`src/rtl/vc_switch_allocator_if.sv`:
```
// vc_switch_allocator_if
// Bundle between the per-port VC input buffers / route computation
// (master side) and the switch allocator (slave side).
//   req_valid, req_dest, relieve      : requester -> allocator
//   grant, reserved                   : per-requester status back to buffers
//   output_busy, route_select_port/vc : per-output crossbar control
//   input_locked                      : per-input-port ownership flag
//   err_bad_dest                      : sticky out-of-range destination flag
interface vc_switch_allocator_if #(
    parameter int INPUTS  = 5,
    parameter int OUTPUTS = 5,
    parameter int VC      = 2
);
    localparam int NREQ       = INPUTS * VC;
    localparam int DEST_WIDTH = (OUTPUTS > 1) ? $clog2(OUTPUTS) : 1;
    localparam int PORT_WIDTH = (INPUTS > 1) ? $clog2(INPUTS) : 1;
    localparam int VC_WIDTH   = (VC > 1) ? $clog2(VC) : 1;

    logic [NREQ-1:0]                     req_valid;
    logic [NREQ-1:0][DEST_WIDTH-1:0]     req_dest;
    logic [NREQ-1:0]                     relieve;
    logic [NREQ-1:0]                     grant;
    logic [NREQ-1:0]                     reserved;
    logic [OUTPUTS-1:0]                  output_busy;
    logic [OUTPUTS-1:0][PORT_WIDTH-1:0]  route_select_port;
    logic [OUTPUTS-1:0][VC_WIDTH-1:0]    route_select_vc;
    logic [INPUTS-1:0]                   input_locked;
    logic                                err_bad_dest;

    modport master (
        output req_valid, req_dest, relieve,
        input  grant, reserved, output_busy, route_select_port,
               route_select_vc, input_locked, err_bad_dest
    );

    modport slave (
        input  req_valid, req_dest, relieve,
        output grant, reserved, output_busy, route_select_port,
               route_select_vc, input_locked, err_bad_dest
    );
endinterface

```
`src/rtl/vc_switch_allocator.sv`:
```
// vc_switch_allocator
// Switch allocator for the mesh NoC router. Every (input port, VC) pair is a
// requester r = port*VC + vc with its own IDLE/WAIT/GRANT/HOLD state machine.
// Waiting requesters are arbitrated per output with a round-robin pointer;
// a granted path is held (output busy, input port locked) until the
// requester's tail flit relieves it.
// Ports:
//   clk  - rising-edge clock
//   rst  - synchronous active-high reset, drops every path
//   bus  - vc_switch_allocator_if.slave: requests in, grants, path status
//          and crossbar select lines out
module vc_switch_allocator #(
    parameter int INPUTS  = 5,
    parameter int OUTPUTS = 5,
    parameter int VC      = 2
) (
    input  logic                  clk,
    input  logic                  rst,
    vc_switch_allocator_if.slave  bus
);
    localparam int NREQ       = INPUTS * VC;
    localparam int DEST_WIDTH = (OUTPUTS > 1) ? $clog2(OUTPUTS) : 1;
    localparam int PORT_WIDTH = (INPUTS > 1) ? $clog2(INPUTS) : 1;
    localparam int VC_WIDTH   = (VC > 1) ? $clog2(VC) : 1;
    localparam int REQ_WIDTH  = (NREQ > 1) ? $clog2(NREQ) : 1;

    // One extra bit so destinations that do not fit OUTPUTS compare correctly.
    localparam logic [DEST_WIDTH:0] DEST_LIMIT = (DEST_WIDTH + 1)'(OUTPUTS);

    typedef enum logic [1:0] {IDLE, WAIT, GRANT, HOLD} state_t;

    state_t                             state   [NREQ];
    logic [DEST_WIDTH-1:0]              dest_q  [NREQ];
    logic [REQ_WIDTH-1:0]               rr_ptr  [OUTPUTS];
    logic [NREQ-1:0]                    grant_q;
    logic [NREQ-1:0]                    reserved_q;
    logic [OUTPUTS-1:0]                 busy_q;
    logic [INPUTS-1:0]                  locked_q;
    logic                               err_q;
    logic [OUTPUTS-1:0][PORT_WIDTH-1:0] sel_port_q;
    logic [OUTPUTS-1:0][VC_WIDTH-1:0]   sel_vc_q;

    // Arbitration results
    logic [NREQ-1:0]                    win_req;
    logic [OUTPUTS-1:0]                 win_out;
    logic [OUTPUTS-1:0][REQ_WIDTH-1:0]  win_idx;
    logic [OUTPUTS-1:0][PORT_WIDTH-1:0] win_port;
    logic [OUTPUTS-1:0][VC_WIDTH-1:0]   win_vc;

    // Per-output scratch used while walking the outputs
    logic [NREQ-1:0]                    cand;
    logic [NREQ-1:0]                    hi_oh;
    logic [NREQ-1:0]                    lo_oh;
    logic [NREQ-1:0]                    pick_oh;
    logic                               found_hi;
    logic                               found_lo;
    logic                               conflict;
    logic                               still_valid;
    logic [REQ_WIDTH-1:0]               pick_idx;
    logic [PORT_WIDTH-1:0]              pick_port;
    logic [VC_WIDTH-1:0]                pick_vc;
    logic [INPUTS-1:0]                  port_claim;

    // Outputs are walked in ascending order so a lower output claims an input
    // port first; a higher output that picked a VC of an already claimed port
    // grants nobody this cycle. A pick whose requester withdraws this cycle
    // still claims its port but is not a win: the output stays free and the
    // pointer holds.
    always_comb begin
        win_req     = '0;
        win_out     = '0;
        win_idx     = '0;
        win_port    = '0;
        win_vc      = '0;
        port_claim  = '0;
        cand        = '0;
        hi_oh       = '0;
        lo_oh       = '0;
        pick_oh     = '0;
        found_hi    = 1'b0;
        found_lo    = 1'b0;
        conflict    = 1'b0;
        still_valid = 1'b0;
        pick_idx    = '0;
        pick_port   = '0;
        pick_vc     = '0;
        for (int o = 0; o < OUTPUTS; o++) begin
            hi_oh       = '0;
            lo_oh       = '0;
            found_hi    = 1'b0;
            found_lo    = 1'b0;
            conflict    = 1'b0;
            still_valid = 1'b0;
            pick_idx    = '0;
            pick_port   = '0;
            pick_vc     = '0;
            for (int r = 0; r < NREQ; r++) begin
                cand[r] = (state[r] == WAIT) && (dest_q[r] == DEST_WIDTH'(o))
                          && !busy_q[o] && !locked_q[r / VC];
            end
            // First candidate at/after the pointer, else the first one overall
            // (the cyclic wrap).
            for (int r = 0; r < NREQ; r++) begin
                if (cand[r]) begin
                    if (!found_lo) begin
                        lo_oh[r] = 1'b1;
                        found_lo = 1'b1;
                    end
                    if (!found_hi && (REQ_WIDTH'(r) >= rr_ptr[o])) begin
                        hi_oh[r] = 1'b1;
                        found_hi = 1'b1;
                    end
                end
            end
            pick_oh = found_hi ? hi_oh : lo_oh;
            for (int r = 0; r < NREQ; r++) begin
                if (pick_oh[r]) begin
                    conflict    = conflict | port_claim[r / VC];
                    still_valid = still_valid | bus.req_valid[r];
                    pick_idx    = REQ_WIDTH'(r);
                    pick_port   = PORT_WIDTH'(r / VC);
                    pick_vc     = VC_WIDTH'(r % VC);
                end
            end
            if (found_lo && !conflict) begin
                for (int r = 0; r < NREQ; r++) begin
                    if (pick_oh[r]) begin
                        port_claim[r / VC] = 1'b1;
                    end
                end
                if (still_valid) begin
                    win_out[o]  = 1'b1;
                    win_idx[o]  = pick_idx;
                    win_port[o] = pick_port;
                    win_vc[o]   = pick_vc;
                    win_req     = win_req | pick_oh;
                end
            end
        end
    end

    // Requester state machines plus the per-output ownership registers.
    // A win and a release can never touch the same output or port at one
    // edge (a busy output / locked port is not arbitrable), so the order of
    // the updates below does not matter.
    always_ff @(posedge clk) begin
        if (rst) begin
            for (int r = 0; r < NREQ; r++) begin
                state[r]  <= IDLE;
                dest_q[r] <= '0;
            end
            for (int o = 0; o < OUTPUTS; o++) begin
                rr_ptr[o] <= '0;
            end
            grant_q    <= '0;
            reserved_q <= '0;
            busy_q     <= '0;
            locked_q   <= '0;
            err_q      <= 1'b0;
            sel_port_q <= '0;
            sel_vc_q   <= '0;
        end else begin
            grant_q <= '0;
            for (int r = 0; r < NREQ; r++) begin
                case (state[r])
                    IDLE: begin
                        if (bus.req_valid[r]) begin
                            if ({1'b0, bus.req_dest[r]} < DEST_LIMIT) begin
                                dest_q[r] <= bus.req_dest[r];
                                state[r]  <= WAIT;
                            end else begin
                                err_q <= 1'b1;
                            end
                        end
                    end
                    WAIT: begin
                        if (!bus.req_valid[r]) begin
                            state[r] <= IDLE;
                        end else if (win_req[r]) begin
                            state[r]         <= GRANT;
                            grant_q[r]       <= 1'b1;
                            locked_q[r / VC] <= 1'b1;
                        end
                    end
                    GRANT: begin
                        state[r]      <= HOLD;
                        reserved_q[r] <= 1'b1;
                    end
                    HOLD: begin
                        if (bus.relieve[r]) begin
                            state[r]         <= IDLE;
                            reserved_q[r]    <= 1'b0;
                            locked_q[r / VC] <= 1'b0;
                            for (int o = 0; o < OUTPUTS; o++) begin
                                if (dest_q[r] == DEST_WIDTH'(o)) begin
                                    busy_q[o] <= 1'b0;
                                end
                            end
                        end
                    end
                    default: state[r] <= IDLE;
                endcase
            end
            for (int o = 0; o < OUTPUTS; o++) begin
                if (win_out[o]) begin
                    busy_q[o]     <= 1'b1;
                    sel_port_q[o] <= win_port[o];
                    sel_vc_q[o]   <= win_vc[o];
                    rr_ptr[o]     <= (win_idx[o] == REQ_WIDTH'(NREQ - 1)) ?
                                     '0 : win_idx[o] + 1'b1;
                end
            end
        end
    end

    assign bus.grant             = grant_q;
    assign bus.reserved          = reserved_q;
    assign bus.output_busy       = busy_q;
    assign bus.route_select_port = sel_port_q;
    assign bus.route_select_vc   = sel_vc_q;
    assign bus.input_locked      = locked_q;
    assign bus.err_bad_dest      = err_q;
endmodule

```
`src/flat_wrapper.sv`:
```
// flat-port wrapper written by rule: the top's interface ports become plain ports
module vc_switch_allocator_flat 
#(
    parameter int INPUTS  = 5,
    parameter int OUTPUTS = 5,
    parameter int VC      = 2
)
  (clk, rst, bus_req_valid, bus_req_dest, bus_relieve, bus_grant, bus_reserved, bus_output_busy, bus_route_select_port, bus_route_select_vc, bus_input_locked, bus_err_bad_dest);
  vc_switch_allocator_if #(.INPUTS(INPUTS), .OUTPUTS(OUTPUTS), .VC(VC)) bus_i ();
  input  logic clk;
  input  logic rst;
  input wire logic [$bits(bus_i.req_valid)-1:0] bus_req_valid;
  input wire logic [$bits(bus_i.req_dest)-1:0] bus_req_dest;
  input wire logic [$bits(bus_i.relieve)-1:0] bus_relieve;
  output wire logic [$bits(bus_i.grant)-1:0] bus_grant;
  output wire logic [$bits(bus_i.reserved)-1:0] bus_reserved;
  output wire logic [$bits(bus_i.output_busy)-1:0] bus_output_busy;
  output wire logic [$bits(bus_i.route_select_port)-1:0] bus_route_select_port;
  output wire logic [$bits(bus_i.route_select_vc)-1:0] bus_route_select_vc;
  output wire logic [$bits(bus_i.input_locked)-1:0] bus_input_locked;
  output wire logic [$bits(bus_i.err_bad_dest)-1:0] bus_err_bad_dest;
  assign bus_i.req_valid = bus_req_valid;
  assign bus_i.req_dest = bus_req_dest;
  assign bus_i.relieve = bus_relieve;
  assign bus_grant = bus_i.grant;
  assign bus_reserved = bus_i.reserved;
  assign bus_output_busy = bus_i.output_busy;
  assign bus_route_select_port = bus_i.route_select_port;
  assign bus_route_select_vc = bus_i.route_select_vc;
  assign bus_input_locked = bus_i.input_locked;
  assign bus_err_bad_dest = bus_i.err_bad_dest;
  vc_switch_allocator #(.INPUTS(INPUTS), .OUTPUTS(OUTPUTS), .VC(VC)) u_core (.clk(clk), .rst(rst), .bus(bus_i));
endmodule
```
`config.mk`:
```
export PLATFORM = sky130hd
export DESIGN_NAME = vc_switch_allocator_flat
export DESIGN_NICKNAME = d
export VERILOG_FILES = /design/src/rtl/vc_switch_allocator_if.sv /design/src/rtl/vc_switch_allocator.sv /design/src/flat_wrapper.sv
export SDC_FILE = /design/constraint.sdc
export NUM_CORES = 1
export LEC_CHECK = 0
export CAP_MARGIN = 20
export CELL_PAD_IN_SITES_DETAIL_PLACEMENT = 0
export CELL_PAD_IN_SITES_GLOBAL_PLACEMENT = 2
export CORE_MARGIN = 2
export CORE_UTILIZATION = 31
export CTS_CLUSTER_SIZE = 20
export DETAILED_ROUTE_END_ITERATION = 10
export PLACE_DENSITY_LB_ADDON = 0.1
export SETUP_SLACK_MARGIN = 0.02
export SKIP_LAST_GASP = 1
export SYNTH_ARGS = -nofsm -noshare
export SYNTH_HDL_FRONTEND = slang
export SYNTH_SLANG_ARGS = --single-unit
export TNS_END_PERCENT = 1
```
`constraint.sdc`:
```
create_clock -name clk -period 3.91 [get_ports clk]
set_input_delay 0.5865 -clock clk [delete_from_list [all_inputs] [get_ports clk]]
set_output_delay 0.5865 -clock clk [all_outputs]
set_load 0.005 [all_outputs]
```
---- Word-level counts from Yosys, hierarchy flattened ----
Memories as Yosys holds them, arrays and structs flattened.
Cells that the tools add are included.
storage, ports and cells
  flip-flop bits (word level) ............. 51
  RAM bits ................................ 70
  bits of input ports ..................... 52
  output and inout bits ................... 51
  logic and storage cells ................. 1740
  memories ................................ 3
memories
  name           words  width  read ports  clocked after Yosys merged registers in  write ports  line                       text
  u_core.dest_q  10     3      10          0                                        10           vc_switch_allocator.sv:33  logic [DEST_WIDTH-1:0] dest_q [NREQ];
  u_core.rr_ptr  5      4      5           0                                        5            vc_switch_allocator.sv:34  logic [REQ_WIDTH-1:0] rr_ptr [OUTPUTS];
  u_core.state   10     2      10          0                                        10           vc_switch_allocator.sv:32  state_t state [NREQ];
cells by class
  add/sub/neg operators ................... 5
  magnitude comparators ................... 60
  equality and inequality tests ........... 85
  muxes and demuxes ....................... 1115
  bitwise operators ....................... 150
  reductions and logical operators ........ 298
operators with widths
  kind                                                              count
  2-to-1 mux 1 bit                                                  894
  logical AND 1 bit                                                 199
  2-to-1 mux 2 bit                                                  80
  2-to-1 mux 10 bit                                                 15
  2-to-1 mux 3 bit                                                  50
  bitwise OR 1 bit                                                  146
  2-to-1 mux 5 bit                                                  26
  2-to-1 mux 4 bit                                                  30
  greater-or-equal comparator 3 x 4 -> 1 bit, first input constant  20
  equality test 3 x 2 -> 1 bit, second input constant               20
  logical NOT 1 bit                                                 59
  equality test 2 bit, second input constant                        20
  greater-or-equal comparator 1 x 4 -> 1 bit, first input constant  10
  greater-or-equal comparator 2 x 4 -> 1 bit, first input constant  10
  greater-or-equal comparator 4 bit, first input constant           10
  bitwise OR 10 bit                                                 4
  case mux 1 bit (2 select lines)                                   20
  equality test 3 x 1 -> 1 bit, second input constant               10
  equality test 3 bit, second input constant                        10
  logical NOT 3 bit                                                 10
  less-than comparator 3 bit, second input constant                 10
  adder 4 x 1 -> 4 bit, second input constant                       5
  equality test 2 x 1 -> 1 bit, second input constant               10
  equality test 4 bit, second input constant                        5
  other kinds (4)                                                   40

---- Logic depth before layout (Yosys ltp) ----
Gate-level depths: netlist (run 1).
An unclocked memory read counts as a cell.
  depth after elaboration ................. 142
  mapped depth ............................ 19
  mapped depth without buffers ............ 16

---- Least setup slack after synthesis (run 1) ----
No wires, ideal clock.
  path kind ............................... register to register
  start ................................... memory u_core.dest_q[3][0] in the netlist's numbering
  end ..................................... memory u_core.rr_ptr[2][2] in the netlist's numbering, data pin
  setup time .............................. 0.262 ns
  data arrival time ....................... 3.807 ns
  data required time ...................... 3.648 ns
  path slack .............................. -0.159 ns
  stages on the path, launching flop included .. 16
  path buffers ............................ 1
  clock period less this slack ............ 4.069 ns
  path through ............................ edfxtp_1 or4b_1 or4b_2 nand2_1 nor3_1 a32oi_1 a21oi_1 a211oi_4 nand2_2 or2_1 clkbuf_1 a31oi_1 ha_1 nor2_1 o21ai_0 a31oi_1
RTL lines
  item                line
  start: declaration  vc_switch_allocator.sv:33
  end: declaration    vc_switch_allocator.sv:34

==> flow_summary.ini, run 1 <==
[place]
gp_congestion = 1.094
pre_cts_ws_ps = -815.6
io_buffers = 102
dp_hpwl_um = 50330
dp.cells = 2418
placed_area_sq_mm = 0.01627

[synth]
synth.top_cell.area_share_pct = 19.49
netlist_area_sq_mm = 0.01078
synth_flop_cell = edfxtp_1
yosysUniqueCellTypes = 111
ys_async_sr_fraction_pct = 0
synth_area_leaders = edfxtp_1 19%, dfxtp_1 9.5%, nand2_1 5.1%
seq_area_frac_synth_pct = 28.96
synth_nets = 1450
synth_edf_count = 70
synth.avg_cell_area_sq_um = 7.769
synthCells = 1388
synth_seq_cells = 121
yosys_warnings = 0
yosys.area.top_type = edfxtp_1

[pwr]
ir_worst_vdd_uv = 383.7
pwr-share-comb_pct = 66.1
p_int_uw = 6280
power.switching_uw = 4881
power_density_mw_per_mm2 = 608.0
seq_power_share_pct = 18.7
p_sw_share_pct = 43.73
leakagePower_uw = 0.007642
pwr-share-clk_pct = 15.2

[route]
wirelength_um = 61340
via_per_inst = 5.745
postRouteAntennaNets = 0
wl_per_cell_um = 24.45
route.detailed.drc = 0
drt_first_pass_iters = 8
drtIter0Drc = 1324
vias = 14420

[final_layout]
drive_gt1_share_pct = 40.85
fin_area_sq_mm = 0.01836
final_core_util_pct = 53.40
final_nets = 2104
diodes = 0
synthToLayoutAreaGrowth_pct = 70.23
layout.cells.non_filler = 2509

[floorplan]
core_sq_mm = 0.03437
die_area_sq_mm = 0.03629
ios = 103
core.rowCount = 68
die_h_um = 190.5
die_width_um = 190.5
start_util_pct = 31.37

[cts]
cts_root_buf = clkbuf_16
cts_tree = built
cts_sinks = 121
h-tree-depth = 4
hold_buffers = 0
numCtsBuffers = 17
clk_latency_ps = 460
ctsLongestPathBuffers = 2
clk_pin_slew_ps = 60

[sta]
layout_setup_ws_ps = -312.8
tightest_slew_ps = 1075
finalSetupViolCount = 67
final_max_slew_viol_count = 0
whs_ps = 455.2
slew_headroom_pct = 27.32
timing.final.crit_share_pct = 108.0
min_period_ps = 4223
fmax_mhz = 236.8
finalHoldViolCount = 0
fin_skew_ps = 12.12
rsz0062_at_grt = true

[worst_setup_path]
max_stage_delay_ps = 610
path_class = reg2reg
end_kind = register
cp_data_required_time_ps = 4220
crit_path_start_kind = register
cpMaxStageDelayCell = or4b_4
cp.arrival_ps = 4530
worst-path-max-fanout = 4
path_cells = or4b_4, buf_12, or3_4, a211oi_2, a211oi_2, buf_4, a31oi_1, buf_4, and3_4, o221a_1, and4_4, nand3_2, nor2_4, ha_4, buf_6, buf_4, a31oi_4, a31oi_4
crit_top_cell = buf_4

[grt]
grt.overflow.total = 0
first_global_vias = 14050
grt_max_degree = 36
grt_pass1_wl_um = 89000
antenna_found_initial = 0
grt_usage_pct = 33.54

[status]
status = complete, but fails checks
violations = setup timing

[flow_run]
max_cap_violations = 0

[min_path]
hold_path.class = reg2reg
## metal layers
| metal | global-route usage (%) | part of all wire (%) | up-vias |
|---|---|---|---|
| met3 | 6.331 | 7.5 | 145 |
| li1 | - | - | 6668 |
| met2 | 53.71 | 45 | 619 |
| met4 | 15.44 | 4.8 | 0 |
| met5 | 0 | 0 | - |
| met1 | 43.64 | 43 | 6983 |
## what timing repair did
action,4_1_cts,5_1_grt
resized for setup,188,24
setup buffers,54,9
pin swaps,82,20
endpoints found under the setup margin,104,87
## power groups by stage
stage | logic (uW) | clock network, uW | registers, uW
finish | 7380 | 1690 | 2090
global route | 7780 | 1770 | 2120
CTS | 7080 | 1710 | 2070
detailed placement | 6310 | 0 | 2090
global placement | 6320 | 0 | 2080
floorplan | 2820 | 0 | 2000
## critical path, delay by kind of cell (launching register included)
kind / cells / cell delay, ps
buf+inv: 5 / 690
simple gates: 6 / 1790
fa+ha+maj: 1 / 160
compound gates: 6 / 1020
flops: 1 / 420
## stage by stage
stage,TNS [ps],power [uW]
finish,-12240,11160
global route,-20820,11660
CTS,-5292,10870
detailed placement,-46480,8401
global placement,-41420,8405
floorplan,0,4820
## placed cells by master (no fill, tap or decap), drive strengths merged, types with 12 or more instances in the layout
cell type and count:
nor2b 21, a211oi 23, buf 606, dfxtp 51, nand3 76, o31ai 12
o21ai 66, inv 39, and3 36, nor3 73, nor2 145, nor4b 18
nor4 23, or3 24, clkbuf 17, and2 57, a21oi 79, clkdlybuf4s50 101
nand4 22, or2 13, nor3b 22, o21a 18, edfxtp 70, nand2b 29
a31oi 22, nand2 147
## state kept, by name, summed over array words and instances, names as in the netlist, 10 cells and up
signal,cells
u_core.dest_q,30
u_core.rr_ptr,20
u_core.state,20
u_core.bus.route_select_port,15
u_core.bus.grant,10
u_core.bus.reserved,10
## cell usage after synthesis (all sizes together), types with 10 or more instances
master / instances
nand2b: 29
clkbuf: 43
nand3: 76
nand2: 147
a211oi: 23
o41ai: 11
a22oi: 11
or2: 13
o21a: 18
nor2: 145
inv: 36
dfxtp: 51
or3: 24
buf: 29
o21ai: 66
a31oi: 22
nor3: 73
edfxtp: 70
and3: 36
o22ai: 11
nor4b: 18
a21oi: 79
nor4: 23
o31ai: 12
and2: 57
nor2b: 21
or4b: 11
nor3b: 22
o211ai: 11
a32oi: 11
nand4: 22
ha: 10
## path summary, 6_finish.rpt
path,start,endpoint,slack (ps),cells past startpoint
worst max-delay path,u_core.dest_q[0][0]$_SDFFCE_PN0P_,u_core.rr_ptr[4][2]$_SDFFCE_PP0P_,-310,18
worst min-delay path,u_core.bus.route_select_port[6]$_SDFFE_PP0P_,u_core.bus.route_select_port[6]$_SDFFE_PP0P_,460,2
worst max register to register,u_core.dest_q[0][0]$_SDFFCE_PN0P_,u_core.rr_ptr[4][2]$_SDFFCE_PP0P_,-310,18
worst min register to register,u_core.bus.route_select_port[6]$_SDFFE_PP0P_,u_core.bus.route_select_port[6]$_SDFFE_PP0P_,460,2
## cell type report
type,instances,area (sq um)
inverter,36,135.1
tap,455,569.3
clock buffer,17,425.4
timing repair buffer,707,5754
fill,3362,16020
clock inverter,14,173.9
multi-input combinational,1159,8169
sequential,121,3128
## logic make-up (layout without fill, tap and decap cells)
family	after synthesis	count (layout)	synth area share [%]
and+or+nand+nor	762	762	38.71
AOI/OAI and AO/OA	384	384	26.33
DFF	121	121	28.96
buffers and inverters	108	774	4.560
adders and majority gates	10	10	1.160
muxes	3	3	0.2785
(Power assumes the default switching activity.)
==> inputs of run 2 (changes only) <==
- CTS_CLUSTER_SIZE: 20 -> default
==> results of run 2 <==
Final layout, timing and power as in run 1 (identical DEF).
